`src/rtl/ara_eoc_regs_pkg.sv`:
```
// ---------------------------------------------------------------------------
// ara_eoc_regs_pkg
// Shared definitions for the end-of-computation register responder:
//   - register indices (address bits [4:3])
//   - AXI response encodings
//   - VCD trigger command words
//   - write / read channel FSM state encodings
// ---------------------------------------------------------------------------
package ara_eoc_regs_pkg;

   // Register byte offsets and the word index derived from addr[4:3]
   localparam logic [7:0] OFF_EXIT          = 8'h00;
   localparam logic [7:0] OFF_EVENT_TRIGGER = 8'h08;
   localparam logic [7:0] OFF_DRAM_END      = 8'h10;
   localparam logic [7:0] OFF_CYCLE         = 8'h18;

   localparam logic [1:0] REG_EXIT          = OFF_EXIT[4:3];
   localparam logic [1:0] REG_EVENT_TRIGGER = OFF_EVENT_TRIGGER[4:3];
   localparam logic [1:0] REG_DRAM_END      = OFF_DRAM_END[4:3];
   localparam logic [1:0] REG_CYCLE         = OFF_CYCLE[4:3];

   typedef enum logic [1:0] {
      RESP_OKAY   = 2'b00,
      RESP_SLVERR = 2'b10
   } axi_resp_t;

   localparam logic [63:0] VCD_TRIGGER_ON  = 64'h1;
   localparam logic [63:0] VCD_TRIGGER_OFF = '1;

   typedef enum logic {
      W_IDLE = 1'b0,
      W_RESP = 1'b1
   } w_state_t;

   typedef enum logic {
      R_IDLE = 1'b0,
      R_RESP = 1'b1
   } r_state_t;

endpackage

```
`src/rtl/ara_eoc_wjoin.sv`:
```
// ---------------------------------------------------------------------------
// ara_eoc_wjoin
// AXI4-Lite write-address / write-data capture and join, plus the B channel
// state machine. AW and W are accepted independently; once both are present
// (held from an earlier cycle or handshaking this cycle) fire_o pulses for one
// cycle and the FSM waits in W_RESP until the response is accepted.
//
// Ports:
//   clk_i, rst_ni             clock, asynchronous active-low reset
//   awaddr_i/awvalid_i/awready_o   write-address channel
//   wdata_i/wstrb_i/wvalid_i/wready_o  write-data channel
//   bvalid_o/bready_i         write-response handshake
//   addr_o/data_o/strb_o      joined write (held value or live input)
//   fire_o                    one-cycle pulse: register update this edge
// ---------------------------------------------------------------------------
module ara_eoc_wjoin
   import ara_eoc_regs_pkg::*;
#(
   parameter int unsigned AddrWidth = 64
) (
   input  logic                 clk_i,
   input  logic                 rst_ni,
   input  logic [AddrWidth-1:0] awaddr_i,
   input  logic                 awvalid_i,
   output logic                 awready_o,
   input  logic [63:0]          wdata_i,
   input  logic [7:0]           wstrb_i,
   input  logic                 wvalid_i,
   output logic                 wready_o,
   output logic                 bvalid_o,
   input  logic                 bready_i,
   output logic [AddrWidth-1:0] addr_o,
   output logic [63:0]          data_o,
   output logic [7:0]           strb_o,
   output logic                 fire_o
);

   w_state_t             r_state;
   w_state_t             w_state_next;
   logic                 r_aw_held;
   logic                 r_w_held;
   logic [AddrWidth-1:0] r_addr;
   logic [63:0]          r_data;
   logic [7:0]           r_strb;

   always_comb begin
      w_state_next = r_state;
      awready_o    = 1'b0;
      wready_o     = 1'b0;
      bvalid_o     = 1'b0;
      fire_o       = 1'b0;
      case (r_state)
         W_IDLE: begin
            awready_o = !r_aw_held;
            wready_o  = !r_w_held;
            // A channel not yet held can only be "present" through a
            // handshake this cycle, since its ready is high.
            if ((r_aw_held || awvalid_i) && (r_w_held || wvalid_i)) begin
               fire_o       = 1'b1;
               w_state_next = W_RESP;
            end
         end
         W_RESP: begin
            bvalid_o = 1'b1;
            if (bready_i) begin
               w_state_next = W_IDLE;
            end
         end
      endcase
   end

   always_ff @(posedge clk_i or negedge rst_ni) begin
      if (!rst_ni) begin
         r_state   <= W_IDLE;
         r_aw_held <= 1'b0;
         r_w_held  <= 1'b0;
         r_addr    <= '0;
         r_data    <= '0;
         r_strb    <= '0;
      end else begin
         r_state <= w_state_next;
         if (awvalid_i && awready_o) begin
            r_aw_held <= 1'b1;
            r_addr    <= awaddr_i;
         end
         if (wvalid_i && wready_o) begin
            r_w_held <= 1'b1;
            r_data   <= wdata_i;
            r_strb   <= wstrb_i;
         end
         if ((r_state == W_RESP) && bready_i) begin
            r_aw_held <= 1'b0;
            r_w_held  <= 1'b0;
         end
      end
   end

   // Bypass so the update can happen on the very edge of the last handshake
   assign addr_o = r_aw_held ? r_addr : awaddr_i;
   assign data_o = r_w_held  ? r_data : wdata_i;
   assign strb_o = r_w_held  ? r_strb : wstrb_i;

endmodule

```
`src/rtl/ara_eoc_regs.sv`:
```
// ---------------------------------------------------------------------------
// ara_eoc_regs
// Memory-mapped end-of-computation / control register responder on an
// AXI4-Lite slave port (64-bit data).
//   0x00 EXIT           RW, sticky once bit 0 is set (drives exit_o)
//   0x08 EVENT_TRIGGER  RW, VCD dump trigger (drives event_trigger_o)
//   0x10 DRAM_END       RO, DRAMBase + DRAMLength
//   0x18 CYCLE          RO, free-running cycle counter
// Only addr[4:3] is decoded.
//
// Build option: ARA_EOC_EVENT_TRIGGER_EN. When undefined the EVENT_TRIGGER
// register is absent: event_trigger_o is 0, writes to 0x08 return SLVERR and
// reads return 0.
//
// Ports: clk_i, rst_ni (async active-low); AXI4-Lite AW/W/B/AR/R channels;
// exit_o and event_trigger_o registered control outputs.
// ---------------------------------------------------------------------------
module ara_eoc_regs
   import ara_eoc_regs_pkg::*;
#(
   parameter logic [63:0] DRAMBase   = 64'h8000_0000,
   parameter logic [63:0] DRAMLength = 64'h4000_0000,
   parameter int unsigned AddrWidth  = 64
) (
   input  logic                 clk_i,
   input  logic                 rst_ni,
   input  logic [AddrWidth-1:0] awaddr_i,
   input  logic                 awvalid_i,
   output logic                 awready_o,
   input  logic [63:0]          wdata_i,
   input  logic [7:0]           wstrb_i,
   input  logic                 wvalid_i,
   output logic                 wready_o,
   output logic [1:0]           bresp_o,
   output logic                 bvalid_o,
   input  logic                 bready_i,
   input  logic [AddrWidth-1:0] araddr_i,
   input  logic                 arvalid_i,
   output logic                 arready_o,
   output logic [63:0]          rdata_o,
   output logic [1:0]           rresp_o,
   output logic                 rvalid_o,
   input  logic                 rready_i,
   output logic [63:0]          exit_o,
   output logic [63:0]          event_trigger_o
);

   localparam logic [63:0] DRAM_END = DRAMBase + DRAMLength;

   logic [AddrWidth-1:0] w_addr;
   logic [63:0]          w_data;
   logic [7:0]           w_strb;
   logic                 w_fire;
   logic [1:0]           w_widx;
   logic [1:0]           w_ridx;
   logic [63:0]          w_old;
   logic [63:0]          w_merged;
   logic [63:0]          w_rd_val;
   logic [63:0]          w_event_val;
   logic                 w_exit_we;
   axi_resp_t            w_bresp;
   axi_resp_t            r_bresp;
   logic [63:0]          r_exit;
   logic [63:0]          r_cycle;
   logic [63:0]          r_rdata;
   r_state_t             r_rstate;
   r_state_t             w_rstate_next;
   logic                 w_ar_hs;
   logic                 w_unused;

   ara_eoc_wjoin #(
      .AddrWidth (AddrWidth)
   ) u_wjoin (
      .clk_i     (clk_i),
      .rst_ni    (rst_ni),
      .awaddr_i  (awaddr_i),
      .awvalid_i (awvalid_i),
      .awready_o (awready_o),
      .wdata_i   (wdata_i),
      .wstrb_i   (wstrb_i),
      .wvalid_i  (wvalid_i),
      .wready_o  (wready_o),
      .bvalid_o  (bvalid_o),
      .bready_i  (bready_i),
      .addr_o    (w_addr),
      .data_o    (w_data),
      .strb_o    (w_strb),
      .fire_o    (w_fire)
   );

   assign w_widx   = w_addr[4:3];
   assign w_ridx   = araddr_i[4:3];
   // Address bits outside [4:3] are don't-care for decode
   assign w_unused = ^{w_addr[AddrWidth-1:5], w_addr[2:0],
                       araddr_i[AddrWidth-1:5], araddr_i[2:0]};

`ifdef ARA_EOC_EVENT_TRIGGER_EN
   logic        r_event;
   logic        w_event_we;
   logic [63:0] r_event_q;

   always_ff @(posedge clk_i or negedge rst_ni) begin
      if (!rst_ni) begin
         r_event_q <= '0;
      end else if (w_event_we) begin
         r_event_q <= w_merged;
      end
   end
   assign r_event     = 1'b1;
   assign w_event_val = r_event_q;
`else
   assign w_event_val = '0;
`endif
   assign event_trigger_o = w_event_val;

   // Current contents feeding the byte merge and the read mux
   always_comb begin
      w_old    = '0;
      w_rd_val = '0;
      case (w_widx)
         REG_EXIT:          w_old = r_exit;
         REG_EVENT_TRIGGER: w_old = w_event_val;
         REG_DRAM_END:      w_old = DRAM_END;
         default:           w_old = r_cycle;
      endcase
      case (w_ridx)
         REG_EXIT:          w_rd_val = r_exit;
         REG_EVENT_TRIGGER: w_rd_val = w_event_val;
         REG_DRAM_END:      w_rd_val = DRAM_END;
         default:           w_rd_val = r_cycle;
      endcase
   end

   genvar gi;
   for (gi = 0; gi < 8; gi++) begin : g_merge
      assign w_merged[gi*8 +: 8] = w_strb[gi] ? w_data[gi*8 +: 8] : w_old[gi*8 +: 8];
   end

   // Write decode: an all-zero strobe is a no-op that is always OKAY
   always_comb begin
      w_exit_we = 1'b0;
`ifdef ARA_EOC_EVENT_TRIGGER_EN
      w_event_we = 1'b0;
`endif
      w_bresp   = RESP_OKAY;
      if (w_fire && (w_strb != 8'h00)) begin
         case (w_widx)
            REG_EXIT: w_exit_we = !r_exit[0];   // sticky after done
`ifdef ARA_EOC_EVENT_TRIGGER_EN
            REG_EVENT_TRIGGER: w_event_we = r_event;
`else
            REG_EVENT_TRIGGER: w_bresp = RESP_SLVERR;
`endif
            default: w_bresp = RESP_SLVERR;
         endcase
      end
   end

   always_ff @(posedge clk_i or negedge rst_ni) begin
      if (!rst_ni) begin
         r_exit  <= '0;
         r_cycle <= '0;
         r_bresp <= RESP_OKAY;
      end else begin
         r_cycle <= r_cycle + 64'd1;
         if (w_exit_we) begin
            r_exit <= w_merged;
         end
         if (w_fire) begin
            r_bresp <= w_bresp;
         end
      end
   end

   assign exit_o  = r_exit;
   assign bresp_o = r_bresp;

   // Read channel
   assign arready_o = (r_rstate == R_IDLE);
   assign rvalid_o  = (r_rstate == R_RESP);
   assign w_ar_hs   = arvalid_i && arready_o;

   always_comb begin
      w_rstate_next = r_rstate;
      case (r_rstate)
         R_IDLE: if (arvalid_i) w_rstate_next = R_RESP;
         R_RESP: if (rready_i)  w_rstate_next = R_IDLE;
      endcase
   end

   always_ff @(posedge clk_i or negedge rst_ni) begin
      if (!rst_ni) begin
         r_rstate <= R_IDLE;
         r_rdata  <= '0;
      end else begin
         r_rstate <= w_rstate_next;
         if (w_ar_hs) begin
            r_rdata <= w_rd_val;   // pre-write value on a same-edge update
         end
      end
   end

   assign rdata_o = r_rdata;
   assign rresp_o = RESP_OKAY;   // every read is accepted

endmodule

```
`config.mk`:
```
export PLATFORM = sky130hd
export DESIGN_NAME = ara_eoc_regs
export DESIGN_NICKNAME = d
export VERILOG_FILES = /design/src/rtl/ara_eoc_regs_pkg.sv /design/src/rtl/ara_eoc_wjoin.sv /design/src/rtl/ara_eoc_regs.sv
export SDC_FILE = /design/constraint.sdc
export NUM_CORES = 1
export LEC_CHECK = 0
export CAP_MARGIN = 20
export CORE_MARGIN = 3
export CORE_UTILIZATION = 42
export CTS_CLUSTER_DIAMETER = 150
export CTS_CLUSTER_SIZE = 25
export DETAILED_ROUTE_END_ITERATION = 8
export HOLD_SLACK_MARGIN = 0.1
export PLACE_DENSITY = 0.77
export SLEW_MARGIN = 20
export SYNTH_ARGS = -nofsm -noshare
export SYNTH_HDL_FRONTEND = slang
export SYNTH_SLANG_ARGS = --single-unit
```
`constraint.sdc`:
```
create_clock -name clk_i -period 2.1 [get_ports clk_i]
set_input_delay 0.21 -clock clk_i [delete_from_list [all_inputs] [get_ports clk_i]]
set_output_delay 0.21 -clock clk_i [all_outputs]
set_load 0.1 [all_outputs]
```
==> reports/results.md <==
| Result | This run |
|---|---|
| Result of the run | finished, final reports clean |
| Min setup slack post-route | 0.105 ns |
| Critical path's slowest cell | dfrtp_4 |
| Most used DFF post-synth | dfrtp_1 |
| CTS tree | built |
| Placeable Area | 28900 sq um |
| Aggregate negative setup slack | 0 ns |
| Worst r2r src | r_cycle[1] |
| Synthesized instance count | 1106 |
| Initial cell density of the core | 42.8% |
| Finish-stage setup viols | 0 |
| Post-route DRC | 0 |
| Type of the worst setup path | reg -> out |
| PortBufs | 216 |
| Count leader, synth | dfrtp_1 |
| Beginning of the critical path | u_wjoin.r_w_held |
| TritonCTS buffer count | 14 |
| Average detailed-routed wire length per instance | 17.3 um |
| Routed vias | 8816 |
| Insertion delay to the later sink of the worst-skew pair | 0.49 ns |
| DIE WIDTH | 177 um |
| Crit share post-route | 95.0% |
| Gate family responsible for the most delay along the worst path | flip-flops |
| I/O pin cnt | 408 |
| Vias in the first global route | 9027 |
| Die outline area | 31500 sq um |
| Count of standard-cell rows | 62 |
| Share of Yosys cell area claimed by the top area cell type | 55.0% |
| Cell-by-cell trace of the critical path | buf_4, nor2_4, buf_12 |
| Worst clock skew | 0.0158 ns |
| Most area-consuming cells after synthesis | dfrtp_1 (55%), mux2_2 (6.8%), mux2i_1 (6.0%) |
| Initial antenna violation count | 3 |
| Ratio of cells with drive above 1 in the final layout | 23.7% |
| Ranking of synthesized cells by instance count | dfrtp_1 (271), nand2_1 (92), nor2_1 (80) |
| Number of violations reported at the end of detailed-routing iteration 0 | 461 |
| Pwr dens | 1600 nW/um^2 |
| Tmin final | 1.99 ns |
| Share of synthesized area occupied by flip-flops and latches | 55.0% |
| Startpoint class of the critical path | flop |
| Area of the mapped netlist | 12300 sq um |
| Share of async-settable or async-resettable flops after synthesis | 100% |
| GRT Total Usage | 18.6% |
| Number of levels the H-tree was split into | 1 |
| Critical-path maximum fanout | 20 |
| Yosys warnings | 0 |
| Number of distinct library cells after synthesis | 39 |
| Post-layout util | 52.8% |
| DIE HEIGHT | 177 um |
| Clock sink count | 271 |
| Required time reported for the critical path endpoint | 1.89 ns |
| Clock transition at the registers of the reported paths | 0.11 ns |
| Maximum clock rate | 0.501 GHz |
| Setup Slack @ Placement | 0.0471 ns |
| Total count of hold-check failures in the final report | 0 |
| DP Wirelength | 21.2 mm |
| Worst endpoint data arrival time | 1.78 ns |
| Maximum number of pins on one net before global-route repair | 130 |
| Worst supply voltage drop on vdd | 1160 uV |
| Layout Area Growth over Synthesis | 23.4% |
| Post-layout net count | 1536 |
| Final Slew Violations | 0 |
| Cell taking the most area after synthesis | dfrtp_1 |
| Maximum buffer depth of the clock tree | 3 |
| Vias per cell | 5.14 |
| Worst min-delay path category | in -> async |
| Post-detailed-route count of antenna-violating nets | 0 |
| Total congestion overflow after global routing | 0 |
| RSZ-0062 raised after global routing | false |
| Max capacitance violation total | 0 |
| Critical Path End Type | output port |
| Routability cong. | 0.785 |
| Mean cell area of the mapped netlist | 11.2 sq um |
| First-pass DRT Iterations | 4 |
| Post-route total power | 24300 uW |
| Buf+Inv Stages, Crit Path | 2 |
| Largest incremental delay on the critical path | 0.61 ns |
| Number of inserted filler cells in the final layout | 2505 |
| Leakage | 0.00693 uW |
| Global-route wire length before repair | 47.5 mm |
| Number of enable flip-flop cells after synthesis | 0 |
| Clock tree root driver cell | clkbuf_16 |
| Number of synthesized register bits | 271 |
| Total Routed Length | 29.6 mm |
==> worst reg2reg max path: cells and delay by family (launching register included) <==
family / cells / cell delay [ns]
simple gates: 4 / 1.19
flops: 1 / 0.38
xor+xnor: 1 / 0.15
buf+inv: 1 / 0.14
==> per-stage QoR <==
step	cell area, sq um	hold slack (ns)	instances
4_1_cts	15200	0.232	1715
5_1_grt	15200	0.278	1716
2_1_floorplan	12600	-0.0856	1172
3_5_place_dp	14700	0.174	1694
6_report	15200	0.240	1716
3_3_place_gp	14700	0.167	1694
==> routing by layer <==
| metal | share of wire (%) | wire [um] | up-vias | track usage [%] |
|---|---|---|---|---|
| li1 | - | - | 4174 | - |
| met1 | 42 | 12400 | 4350 | 23.8 |
| met2 | 49 | 14600 | 237 | 31.8 |
| met3 | 6.0 | 1780 | 51 | 4.00 |
| met4 | 2.7 | 788 | 4 | 5.24 |
| met5 | 0.11 | 34 | - | 0 |
==> placed cells by master (no fill, tap or decap), drive strengths merged, types with 2 or more instances in the layout <==
cell	count
a21o	3
a21oi	64
a22oi	63
and2	3
and3	10
and4	12
buf	187
clkbuf	19
clkdlybuf4s50	81
conb	67
dfrtp	271
ha	2
inv	10
mux2	75
mux2i	74
nand2	92
nand2b	4
nand3	26
nand4	19
nor2	80
nor3	15
nor4	13
nor4b	2
o21ai	68
xnor2	43
xor2	19
==> where the power goes <==
group	internal [uW]	total, uW	switching, uW
clock	1440	3090	1650
combinational	3350	13100	9730
sequential	6870	8130	1260
total	11700	24300	12600
==> what timing repair did <==
action	4_1_cts	5_1_grt
setup endpoints to repair	0	32
buffers inserted	0	0
hold buffers	1	0
resized for setup	0	12
hold endpoints to repair	178	0
==> final cells by class <==
cell class	instances	area (sq um)	share of cell area, %
Inverter	11	45.0	0.296
Clock buffer	19	390	2.56
Multi-Input combinational cell	760	5100	33.5
Tap cell	384	480	3.16
Timing Repair Buffer	269	2380	15.6
Sequential cell	271	6790	44.6
Antenna cell	1	2.50	0.0164
Clock inverter	1	30.0	0.197
==> final timing paths <==
path                                         end  depth (start not counted)  slack [ns]
min in group clk_i                      rvalid_o                          2        0.30
worst max register to register       r_cycle[55]                          6        0.14
worst max-delay path                    wready_o                          3        0.11
worst min register to register       r_cycle[63]                          1        0.49
max in group asynchronous       u_wjoin.r_w_held                          3        1.08
worst min-delay path                   exit_o[7]                          2        0.24
==> cells by family after synthesis <==
family / count (synthesis) / synth area share [%]
other: 1 / 0.0304
AO/OA/AOI/OAI: 200 / 9.49
flip-flops: 271 / 55.0
AND/OR/NAND/NOR: 280 / 11.5
adder cells (fa/ha/maj): 2 / 0.203
XOR/XNOR: 62 / 4.46
multiplexers: 149 / 12.8
buffers and inverters: 141 / 6.50
==> state kept, by name, indices dropped and copies added, names as in the netlist <==
name,cells
u_wjoin.r_data,64
u_wjoin.r_w_held,1
u_wjoin.r_aw_held,1
rdata_o,64
bresp_o,1
rvalid_o,1
r_cycle,64
exit_o,64
u_wjoin.r_state,1
u_wjoin.r_strb,8
u_wjoin.r_addr,2
(Power assumes the default switching activity.)
